File: config.mk
export PLATFORM = sky130hd
export DESIGN_NAME = gsm_mul_share_arbiter
export DESIGN_NICKNAME = d
export VERILOG_FILES = /design/src/rtl/gsm_mul_pkg.sv /design/src/rtl/gsm_mul16_pipe.sv /design/src/rtl/gsm_mul_share_arbiter.sv
export SDC_FILE = /design/constraint.sdc
export NUM_CORES = 1
export LEC_CHECK = 0
export CELL_PAD_IN_SITES_DETAIL_PLACEMENT = 0
export CELL_PAD_IN_SITES_GLOBAL_PLACEMENT = 2
export CORE_ASPECT_RATIO = 1.25
export CORE_MARGIN = 2
export CORE_UTILIZATION = 36
export DETAILED_ROUTE_END_ITERATION = 8
export GPL_ROUTABILITY_DRIVEN = 0
export PLACE_DENSITY = 0.83
export SYNTH_ARGS = -nofsm -noshare
export SYNTH_HDL_FRONTEND = slang
export SYNTH_SLANG_ARGS = --single-unit
File: constraint.sdc
create_clock -name ap_clk -period 9.5 [get_ports ap_clk]
set_input_delay 2.375 -clock ap_clk [delete_from_list [all_inputs] [get_ports ap_clk]]
set_output_delay 2.375 -clock ap_clk [all_outputs]
set_load 0.02 [all_outputs]
File: src/rtl/gsm_mul_pkg.sv
`default_nettype none
// ============================================================================
// Module      : gsm_mul_pkg
// Description : Shared widths, result-mode encoding and rounding constants
//               for the GSM shared-multiplier arbiter.
// Revision    : 1.0 - initial release
// ============================================================================
package gsm_mul_pkg;

   localparam int OPW = 16;
   localparam int PW  = 32;

   typedef enum logic {
      MODE_EXACT  = 1'b0,
      MODE_MULT_R = 1'b1
   } mode_e;

   localparam logic signed [PW-1:0]  RND_HALF = 32'sd16384;
   localparam logic signed [PW-1:0]  SAT_MAX  = 32'sd32767;
   localparam logic signed [OPW-1:0] MIN16    = 16'sh8000;

   // Ceiling log2, used to size requester indices
   function automatic int clog2(input int n);
      int r;
      r = 0;
      while ((1 << r) < n) r++;
      return r;
   endfunction

endpackage
`default_nettype wire

File: src/rtl/gsm_mul16_pipe.sv
`default_nettype none
// ============================================================================
// Module      : gsm_mul16_pipe
// Description : Signed 16x16->32 multiply followed by MUL_STAGES enable-gated
//               registers carrying valid, requester id, result mode and the
//               "both operands are -32768" flag used for saturation.
// Revision    : 1.0 - initial release
// ============================================================================
module gsm_mul16_pipe
   import gsm_mul_pkg::*;
#(
   parameter int MUL_STAGES = 2,
   parameter int ID_W       = 2
)(
   input  logic                  clk,
   input  logic                  rst_n,
   input  logic                  i_en,
   input  logic                  i_valid,
   input  logic [ID_W-1:0]       i_id,
   input  mode_e                 i_mode,
   input  logic signed [OPW-1:0] i_a,
   input  logic signed [OPW-1:0] i_b,
   output logic                  o_valid,
   output logic [ID_W-1:0]       o_id,
   output mode_e                 o_mode,
   output logic                  o_min_pair,
   output logic signed [PW-1:0]  o_p,
   output logic                  o_any_valid
);

   logic                 r_valid    [MUL_STAGES];
   logic [ID_W-1:0]      r_id       [MUL_STAGES];
   mode_e                r_mode     [MUL_STAGES];
   logic                 r_min_pair [MUL_STAGES];
   logic signed [PW-1:0] r_p        [MUL_STAGES];

   logic signed [PW-1:0] w_prod;
   logic                 w_min_pair;
   logic                 w_any;

   // Full-width product: -32768*-32768 must not wrap
   assign w_prod     = PW'(i_a) * PW'(i_b);
   assign w_min_pair = (i_a == MIN16) && (i_b == MIN16);

   // Shift register of stage contents, all stages advance together on i_en
   always_ff @(posedge clk or negedge rst_n) begin
      if (!rst_n) begin
         for (int s = 0; s < MUL_STAGES; s++) begin
            r_valid[s]    <= 1'b0;
            r_id[s]       <= '0;
            r_mode[s]     <= MODE_EXACT;
            r_min_pair[s] <= 1'b0;
            r_p[s]        <= '0;
         end
      end else if (i_en) begin
         r_valid[0]    <= i_valid;
         r_id[0]       <= i_id;
         r_mode[0]     <= i_mode;
         r_min_pair[0] <= w_min_pair;
         r_p[0]        <= w_prod;
         for (int s = 1; s < MUL_STAGES; s++) begin
            r_valid[s]    <= r_valid[s-1];
            r_id[s]       <= r_id[s-1];
            r_mode[s]     <= r_mode[s-1];
            r_min_pair[s] <= r_min_pair[s-1];
            r_p[s]        <= r_p[s-1];
         end
      end
   end

   // Occupancy summary across every stage
   always_comb begin
      w_any = 1'b0;
      for (int s = 0; s < MUL_STAGES; s++) begin
         w_any = w_any | r_valid[s];
      end
   end

   assign o_valid     = r_valid[MUL_STAGES-1];
   assign o_id        = r_id[MUL_STAGES-1];
   assign o_mode      = r_mode[MUL_STAGES-1];
   assign o_min_pair  = r_min_pair[MUL_STAGES-1];
   assign o_p         = r_p[MUL_STAGES-1];
   assign o_any_valid = w_any;

endmodule
`default_nettype wire

File: src/rtl/gsm_mul_share_arbiter.sv
`default_nettype none
// ============================================================================
// Module      : gsm_mul_share_arbiter
// Description : Round-robin arbiter sharing one signed 16x16 multiplier
//               pipeline among NUM_REQ requesters; results are tagged with
//               the issuing requester and optionally rounded to Q15 with
//               saturation (GSM_MULT_R) in the final output stage.
// Revision    : 1.0 - initial release
// ============================================================================
module gsm_mul_share_arbiter
   import gsm_mul_pkg::*;
#(
   parameter int NUM_REQ    = 4,
   parameter int MUL_STAGES = 2,
   parameter int ID_W       = 2
)(
   input  logic                   ap_clk,
   input  logic                   ap_rst_n,
   input  logic [NUM_REQ-1:0]     req_valid,
   output logic [NUM_REQ-1:0]     req_ready,
   input  logic [16*NUM_REQ-1:0]  req_a,
   input  logic [16*NUM_REQ-1:0]  req_b,
   input  logic [NUM_REQ-1:0]     req_mode,
   output logic                   rsp_valid,
   input  logic                   rsp_ready,
   output logic [ID_W-1:0]        rsp_id,
   output logic [31:0]            rsp_p,
   output logic                   busy
);

   logic [ID_W-1:0]      r_last_gnt;
   logic                 r_rsp_valid;
   logic [ID_W-1:0]      r_rsp_id;
   logic signed [PW-1:0] r_rsp_p;

   logic                  w_adv;
   logic                  w_any_req;
   logic                  w_hi_found;
   logic [ID_W-1:0]       w_hi_idx;
   logic [ID_W-1:0]       w_lo_idx;
   logic [ID_W-1:0]       w_gnt_idx;
   logic [NUM_REQ-1:0]    w_req_ready;
   logic                  w_accept;
   logic signed [OPW-1:0] w_a;
   logic signed [OPW-1:0] w_b;
   mode_e                 w_mode;

   logic                 w_pipe_valid;
   logic [ID_W-1:0]      w_pipe_id;
   mode_e                w_pipe_mode;
   logic                 w_pipe_min_pair;
   logic signed [PW-1:0] w_pipe_p;
   logic                 w_pipe_any;
   logic signed [PW-1:0] w_rnd;
   logic signed [PW-1:0] w_result;

   // Whole pipeline moves only when the output slot is free or being popped
   assign w_adv = !r_rsp_valid | rsp_ready;

   // Round-robin pick: lowest valid index above last_gnt, else lowest overall
   always_comb begin
      w_any_req  = 1'b0;
      w_hi_found = 1'b0;
      w_hi_idx   = '0;
      w_lo_idx   = '0;
      for (int i = NUM_REQ - 1; i >= 0; i--) begin
         if (req_valid[i]) begin
            w_any_req = 1'b1;
            w_lo_idx  = ID_W'(i);
            if (ID_W'(i) > r_last_gnt) begin
               w_hi_found = 1'b1;
               w_hi_idx   = ID_W'(i);
            end
         end
      end
      w_gnt_idx = w_hi_found ? w_hi_idx : w_lo_idx;
   end

   // One-hot ready for the winner plus operand/mode mux into the multiplier
   always_comb begin
      w_req_ready = '0;
      w_a         = '0;
      w_b         = '0;
      w_mode      = MODE_EXACT;
      for (int i = 0; i < NUM_REQ; i++) begin
         if (w_gnt_idx == ID_W'(i)) begin
            w_req_ready[i] = w_adv & w_any_req & ap_rst_n;
            w_a            = req_a[i*OPW +: OPW];
            w_b            = req_b[i*OPW +: OPW];
            w_mode         = mode_e'(req_mode[i]);
         end
      end
   end

   assign req_ready = w_req_ready;
   assign w_accept  = |(req_valid & w_req_ready);

   // Round-robin pointer moves only on a completed handshake
   always_ff @(posedge ap_clk or negedge ap_rst_n) begin
      if (!ap_rst_n) begin
         r_last_gnt <= ID_W'(NUM_REQ - 1);
      end else if (w_accept) begin
         r_last_gnt <= w_gnt_idx;
      end
   end

   gsm_mul16_pipe #(
      .MUL_STAGES (MUL_STAGES),
      .ID_W       (ID_W)
   ) u_pipe (
      .clk         (ap_clk),
      .rst_n       (ap_rst_n),
      .i_en        (w_adv),
      .i_valid     (w_accept),
      .i_id        (w_gnt_idx),
      .i_mode      (w_mode),
      .i_a         (w_a),
      .i_b         (w_b),
      .o_valid     (w_pipe_valid),
      .o_id        (w_pipe_id),
      .o_mode      (w_pipe_mode),
      .o_min_pair  (w_pipe_min_pair),
      .o_p         (w_pipe_p),
      .o_any_valid (w_pipe_any)
   );

   // Q15 rounding; only -32768*-32768 can leave 16-bit range, so it saturates
   assign w_rnd    = w_pipe_p + RND_HALF;
   assign w_result = (w_pipe_mode == MODE_EXACT) ? w_pipe_p :
                     (w_pipe_min_pair ? SAT_MAX : (w_rnd >>> 15));

   // Output stage; holds while the consumer stalls
   always_ff @(posedge ap_clk or negedge ap_rst_n) begin
      if (!ap_rst_n) begin
         r_rsp_valid <= 1'b0;
         r_rsp_id    <= '0;
         r_rsp_p     <= '0;
      end else if (w_adv) begin
         r_rsp_valid <= w_pipe_valid;
         if (w_pipe_valid) begin
            r_rsp_id <= w_pipe_id;
            r_rsp_p  <= w_result;
         end
      end
   end

   assign rsp_valid = r_rsp_valid;
   assign rsp_id    = r_rsp_id;
   assign rsp_p     = r_rsp_p;
   assign busy      = w_pipe_any | r_rsp_valid;

endmodule
`default_nettype wire

==> results of run 1 <==
worst max path at each step:
stage	start	endpoint	slack (ps)
3_5_place_dp	req_valid[3]	u_pipe.r_p[56]$_DFFE_PN0N_	-850
5_1_grt	req_valid[0]	u_pipe.r_p[62]$_DFFE_PN0N_	-20
3_3_place_gp	req_valid[3]	u_pipe.r_p[56]$_DFFE_PN0N_	-670
6_report	req_valid[0]	u_pipe.r_p[63]$_DFFE_PN0N_	200
4_1_cts	req_valid[2]	u_pipe.r_p[56]$_DFFE_PN0N_	6
2_1_floorplan	req_valid[3]	u_pipe.r_p[62]$_DFFE_PN0N_	60
area by class of cell:
cell class	instances	area (sq um)	share of cell area
clock buffers	11	233	0.0111
clock inverters	4	55.1	0.00262
well taps	565	707	0.0336
repair buffers	498	4310	0.205
inverters	303	1140	0.0541
flip-flops and latches	111	2780	0.132
multi-input cells	1310	11800	0.562
per-stage QoR:
step | instances | setup slack, ps | hold slack, ps | utilization | area (sq um)
5_1_grt | 2802 | -20.0 | 493 | 0.491 | 21000
4_1_cts | 2769 | 5.64 | 475 | 0.475 | 20400
3_5_place_dp | 2752 | -852 | 458 | 0.467 | 20000
6_report | 2802 | 197 | 470 | 0.491 | 21000
2_1_floorplan | 1795 | 56.6 | 439 | - | 15600
3_3_place_gp | 2752 | -671 | 454 | 0.467 | 20000
per-layer routing:
| layer | wire [um] | up-vias | track usage |
|---|---|---|---|
| met1 | 20200 | 6697 | 0.272 |
| met4 | 2020 | 0 | 0.0918 |
| met3 | 2170 | 106 | 0.0273 |
| met2 | 25500 | 400 | 0.412 |
| met5 | 0 | - | 0 |
| li1 | - | 6512 | - |
cell families after synthesis:
family                   share of synthesized area
AO/OA/AOI/OAI                                0.116
XOR/XNOR                                    0.0276
adder cells (fa/ha/maj)                      0.403
buffers and inverters                       0.0930
flip-flops                                   0.179
multiplexers                                0.0116
AND/OR/NAND/NOR                              0.170
cell usage in the layout (no fill, tap or decap), drive strengths merged, types with 4 or more instances in the layout:
master	count
nor2	188
inv	304
nor3	11
a31oi	10
o22ai	23
clkbuf	12
buf	321
a21oi	75
o311ai	9
o211ai	14
dfrtp	109
a21o	19
a31o	10
o21a	10
fa	262
and2	10
nand2b	38
nand2	314
o21ai	66
o31ai	4
clkdlybuf4s50	173
xor2	17
a211o	5
nand3	19
mux2i	18
a21boi	4
or2	4
nor2b	4
and3	9
nand4	10
xnor2	32
ha	83
worst reg2reg max path: cells and delay by family, from the launching register on:
| kind | cells | cell delay (ps) |
|---|---|---|
| buffers and inverters | 9 | 920 |
| and+or+nand+nor | 7 | 1080 |
| AOI/OAI and AO/OA | 7 | 1630 |
| adders and majority gates | 7 | 3240 |
| DFF | 1 | 700 |
repair_timing:
item | 4_1_cts | 5_1_grt
resized for setup | 16 | 108
pin swaps | 1 | 45
buffers inserted | 2 | 31
gates cloned | 0 | 2
endpoints found under the hold margin | 0 | 0
endpoints found under the setup margin | 9 | 14
flip-flops by register name, summed over array words and instances (netlist names), 2 cells and up:
register / flops
r_last_gnt: 2
u_pipe.r_id: 2
rsp_p: 32
u_pipe.o_p: 32
u_pipe.r_p: 32
rsp_id: 2
u_pipe.o_id: 2
==> impl_metrics.csv, run 1 <==
group,metric,value,unit
run_status,status,"complete, no violations",
clock_network,hold_buffers,0,
worst_setup_path,reg2reg_from,"r_last_gnt[1]$_DFFE_PN1P_",
hold_path,holdPathStages,2,
clock_network,cts_sinks,111,
logic_synthesis,synth-edff-count,0,
logic_synthesis,synth_seq_area_share,0.179,
floorplan,fp.dieArea,44900,sq um
drt,wl,49.9,mm
grt,grt.overflow.total,0,
floorplan,die_w,190,um
drt,wl_per_cell,17.8,um
clock_network,clk_pin_slew,70,ps
logic_synthesis,ys.flop_type,"dfrtp_1",
grt,antenna_found_initial,0,
clock_network,clk_latency,370,ps
logic_synthesis,syn_inst,1795,
run,max_cap_violations,0,
cells_and_area,drive_gt1_frac,0.198,
floorplan,num_rows,85,
drt,final_antenna_net_count,0,
logic_synthesis,yosys_warnings,0,
logic_synthesis,synthTopCellsByCount,"nand2_1, inv_1, fa_1",
logic_synthesis,synth.avg_cell_area,8.68,sq um
timing,timing.fmax,107,MHz
timing,fin_crit,9300,ps
grt,grt_pass1_vias,14700,
logic_synthesis,synth_most_common_cell,"nand2_1",
logic_synthesis,synth-seq-cells,111,
placement,place_hpwl,41.6,mm
logic_synthesis,netlist_area,15600,sq um
placement,port-buffer-count,178,
floorplan,die_y,237,um
worst_setup_path,cp_top_family,"adder cells",
cells_and_area,fillers,4153,
worst_setup_path,critPathMaxFanout,8,
drt,drc,0,
clock_network,cts_max_level,3,
worst_setup_path,path_depth,27,
hold_path,worstHoldStart,"u_pipe.r_p[43]$_DFFE_PN0N_",
grt,grt_pass1_wl,78.8,mm
worst_setup_path,r2r_slack,1850,ps
timing,fin_crit_sh,0.979,
worst_setup_path,max_stage_delay,580,ps
timing,worstMarginPinSlew,803,ps
worst_setup_path,worstSetupEndpointType,"flip-flop",
timing,finalMaxSlewViolations,0,
logic_synthesis,synth_cell_types,75,
drt,drtPass1Iterations,7,
clock_network,cts_buffers,9,
logic_synthesis,netlist.top_cell.by_area,"fa_1",
logic_synthesis,async_reset_ff_frac,1.00,
cells_and_area,n_antenna_cell,0,
grt,grt_start_max_net_pins,80,
worst_setup_path,critPathSlowestCell,"fa_1",
worst_setup_path,critPathArrivalTime,9600,ps
logic_synthesis,synth_area_leaders,"fa_1, dfrtp_1, nand2_1",
clock_network,clk_path_buf_depth,2,
worst_setup_path,crit_buf_inv,7,
worst_setup_path,critPathRequiredTime,9800,ps
drt,drtIter0Drc,788,
worst_setup_path,r2r_cells,30,
floorplan,core_area,42900,sq um
worst_setup_path,path_class,"in -> reg",
cells_and_area,final_net_count,2717,
timing,setup_viol_count_final,0,
worst_setup_path,rr_endpoint,"u_pipe.r_p[63]$_DFFE_PN0N_",
grt,grtUsageTotal,0.228,
worst_setup_path,crit_path_start_kind,"input pin",
timing,tns,0,ps
clock_network,tritoncts,"yes",
drt,vias_per_cell,4.89,
logic_synthesis,synth.top_cell.area_share,0.337,
logic_synthesis,syn-num-nets,2279,
timing,timing_hold_violations_final,0,
clock_network,root_buffer,"clkbuf_16",
hold_path,worstHoldPathType,"reg -> reg",
cells_and_area,synthToLayoutAreaGrowth,35.0,%
floorplan,ios,179,
hold_path,min_to,"u_pipe.o_p[11]$_DFFE_PN0N_",
timing,relSlewSlack,0.465,
worst_setup_path,cp_common_cell,"fa_1",
floorplan,start_util,0.363,
drt,vias,13700,
timing,fin_skew,14.8,ps
Power of run 1 is not shown: default switching activity piles up to over one toggle a cycle in this logic, so the estimate is an artifact.
==> inputs of run 2 (changes only) <==
TNS_END_PERCENT = 50   (was unset)
==> results of run 2 <==
Same layout as run 1: the final DEF is identical, and so are final timing and power.
Power of run 2 is left out for the same reason.
==> inputs of run 3 (changes only) <==
CORE_ASPECT_RATIO = 1.75   (was 1.25)
==> run 3 against run 2 <==
Clock skew is 5.0 ps lower; highest routed layer unchanged; setup slack improved by 160 ps; critical path type unchanged; critical path depth rose by 3; first-iteration DRC count fell by 16%.
==> impl_metrics.csv, run 3 (synthesis results as in run 1) <==
group,metric,value,unit
grt,grt_pass1_vias,15100,
clock_network,cts_max_level,3,
cells_and_area,drive_gt1_frac,0.177,
worst_setup_path,rr_endpoint,"u_pipe.r_p[56]$_DFFE_PN0N_",
worst_setup_path,path_class,"in -> reg",
timing,tns,0,ps
drt,vias,13800,
timing,fin_crit,9140,ps
timing,worst_slack,355,ps
cells_and_area,final_net_count,2694,
drt,final_antenna_net_count,0,
floorplan,die_y,279,um
grt,antenna_found_initial,0,
placement,place_hpwl,45.2,mm
worst_setup_path,worstSetupEndpointType,"flip-flop",
cells_and_area,final_cell_mix,"nand2_1, inv_1, buf_4",
hold_path,min_to,"u_pipe.o_p[5]$_DFFE_PN0N_",
clock_network,clk_latency,360,ps
worst_setup_path,cp_common_cell,"fa_1",
cells_and_area,final_common_cell,"nand2_1",
drt,drc,0,
timing,setup_viol_count_final,0,
cells_and_area,fillers,4140,
placement,port-buffer-count,178,
floorplan,start_util,0.365,
timing,rsz0062_at_grt,"no",
drt,vias_per_cell,4.96,
clock_network,tritoncts,"yes",
worst_setup_path,crit_path_start_kind,"input pin",
grt,grt_pass1_wl,80.8,mm
clock_network,clk_path_buf_depth,2,
hold_path,worstHoldStart,"u_pipe.o_p[5]$_DFFE_PN0N_",
run_status,status,"complete, no violations",
cells_and_area,final_cell_area,20700,sq um
drt,wl,51.9,mm
timing,timing_hold_violations_final,0,
worst_setup_path,critPathArrivalTime,9350,ps
worst_setup_path,reg2reg_from,"r_last_gnt[0]$_DFFE_PN1P_",
worst_setup_path,critPathMaxFanout,6,
worst_setup_path,cp_top_family,"adder cells",
grt,grt_start_max_net_pins,81,
worst_setup_path,crit_buf_inv,9,
floorplan,ios,179,
grt,grt.overflow.total,0,
drt,routed-wl-met3,1.91,mm
floorplan,fp.dieArea,45000,sq um
worst_setup_path,r2r_cells,23,
timing,fin_crit_sh,0.963,
clock_network,clk_pin_slew,70,ps
timing,fin_skew,9.84,ps
drt,met2WireLength,28.3,mm
clock_network,cts_sinks,111,
clock_network,root_buffer,"clkbuf_16",
timing,relSlewSlack,0.388,
placement,dp_slack,-550,ps
run,max_cap_violations,0,
worst_setup_path,max_stage_delay,540,ps
floorplan,core_area,42700,sq um
drt,top_layer,"met4",
hold_path,holdPathStages,2,
cells_and_area,n_antenna_cell,0,
timing,finalMaxSlewViolations,0,
hold_path,worstHoldPathType,"reg -> reg",
clock_network,hold_buffers,0,
placement,place_area,20100,sq um
grt,grtUsageTotal,0.235,
timing,worstMarginPinSlew,918,ps
timing,timing.fmax,109,MHz
clock_network,cts_buffers,9,
drt,wl_met1,17.9,mm
floorplan,die_w,161,um
worst_setup_path,r2r_slack,1990,ps
drt,drtPass1Iterations,7,
worst_setup_path,critPathRequiredTime,9710,ps
floorplan,num_rows,100,
worst_setup_path,critPathSlowestCell,"fa_1",
drt,drtIter0Drc,658,
drt,wl_per_cell,18.7,um
cells_and_area,synthToLayoutAreaGrowth,33.2,%
[run 3: final cells by class]
| cell class | count | area [sq um] | area share |
|---|---|---|---|
| clock buffers | 9 | 225 | 0.0109 |
| clock inverters | 7 | 65.1 | 0.00314 |
| inverters | 303 | 1140 | 0.0548 |
| multi-input cells | 1309 | 11600 | 0.559 |
| flip-flops and latches | 111 | 2780 | 0.134 |
| well taps | 561 | 702 | 0.0338 |
| repair buffers | 476 | 4250 | 0.205 |
[run 3: what timing repair did]
| item | in CTS | in global routing |
|---|---|---|
| setup endpoints to repair | 7 | 13 |
| resized for setup | 12 | 53 |
| pin swaps | 1 | 7 |
| endpoints found under the hold margin | 0 | 0 |
| buffers inserted | 1 | 9 |
[run 3: through the flow]
stage	utilization	cells	hold slack [ps]
2_1_floorplan	-	1795	439
6_report	0.486	2776	469
4_1_cts	0.479	2767	472
3_5_place_dp	0.471	2750	457
3_3_place_gp	0.471	2750	451
5_1_grt	0.486	2776	491
[run 3: routing by layer]
metal	vias to the layer above	track usage
met2	437	0.462
li1	6468	-
met4	0	0.151
met5	-	0
met1	6699	0.228
met3	157	0.0257
[run 3: worst max-delay path by stage]
stage | start | end | slack, ps | cells past startpoint
after detailed placement | req_valid[1] | u_pipe.r_p[62]$_DFFE_PN0N_ | -550 | 26
after global placement | req_valid[1] | u_pipe.r_p[62]$_DFFE_PN0N_ | -510 | 26
after global routing | req_valid[1] | u_pipe.r_p[56]$_DFFE_PN0N_ | 60 | 25
after floorplan | req_valid[3] | u_pipe.r_p[62]$_DFFE_PN0N_ | 60 | 26
final | req_valid[3] | u_pipe.r_p[62]$_DFFE_PN0N_ | 360 | 30
after CTS | req_valid[1] | u_pipe.r_p[63]$_DFFE_PN0N_ | 2 | 30
[run 3: tightest hold or removal path: cells and delay by family, from the launching register on]
family | cells | cell delay (ps)
flip-flops | 1 | 350
AND/OR/NAND/NOR | 2 | 100
Power of run 3 is left out for the same reason.
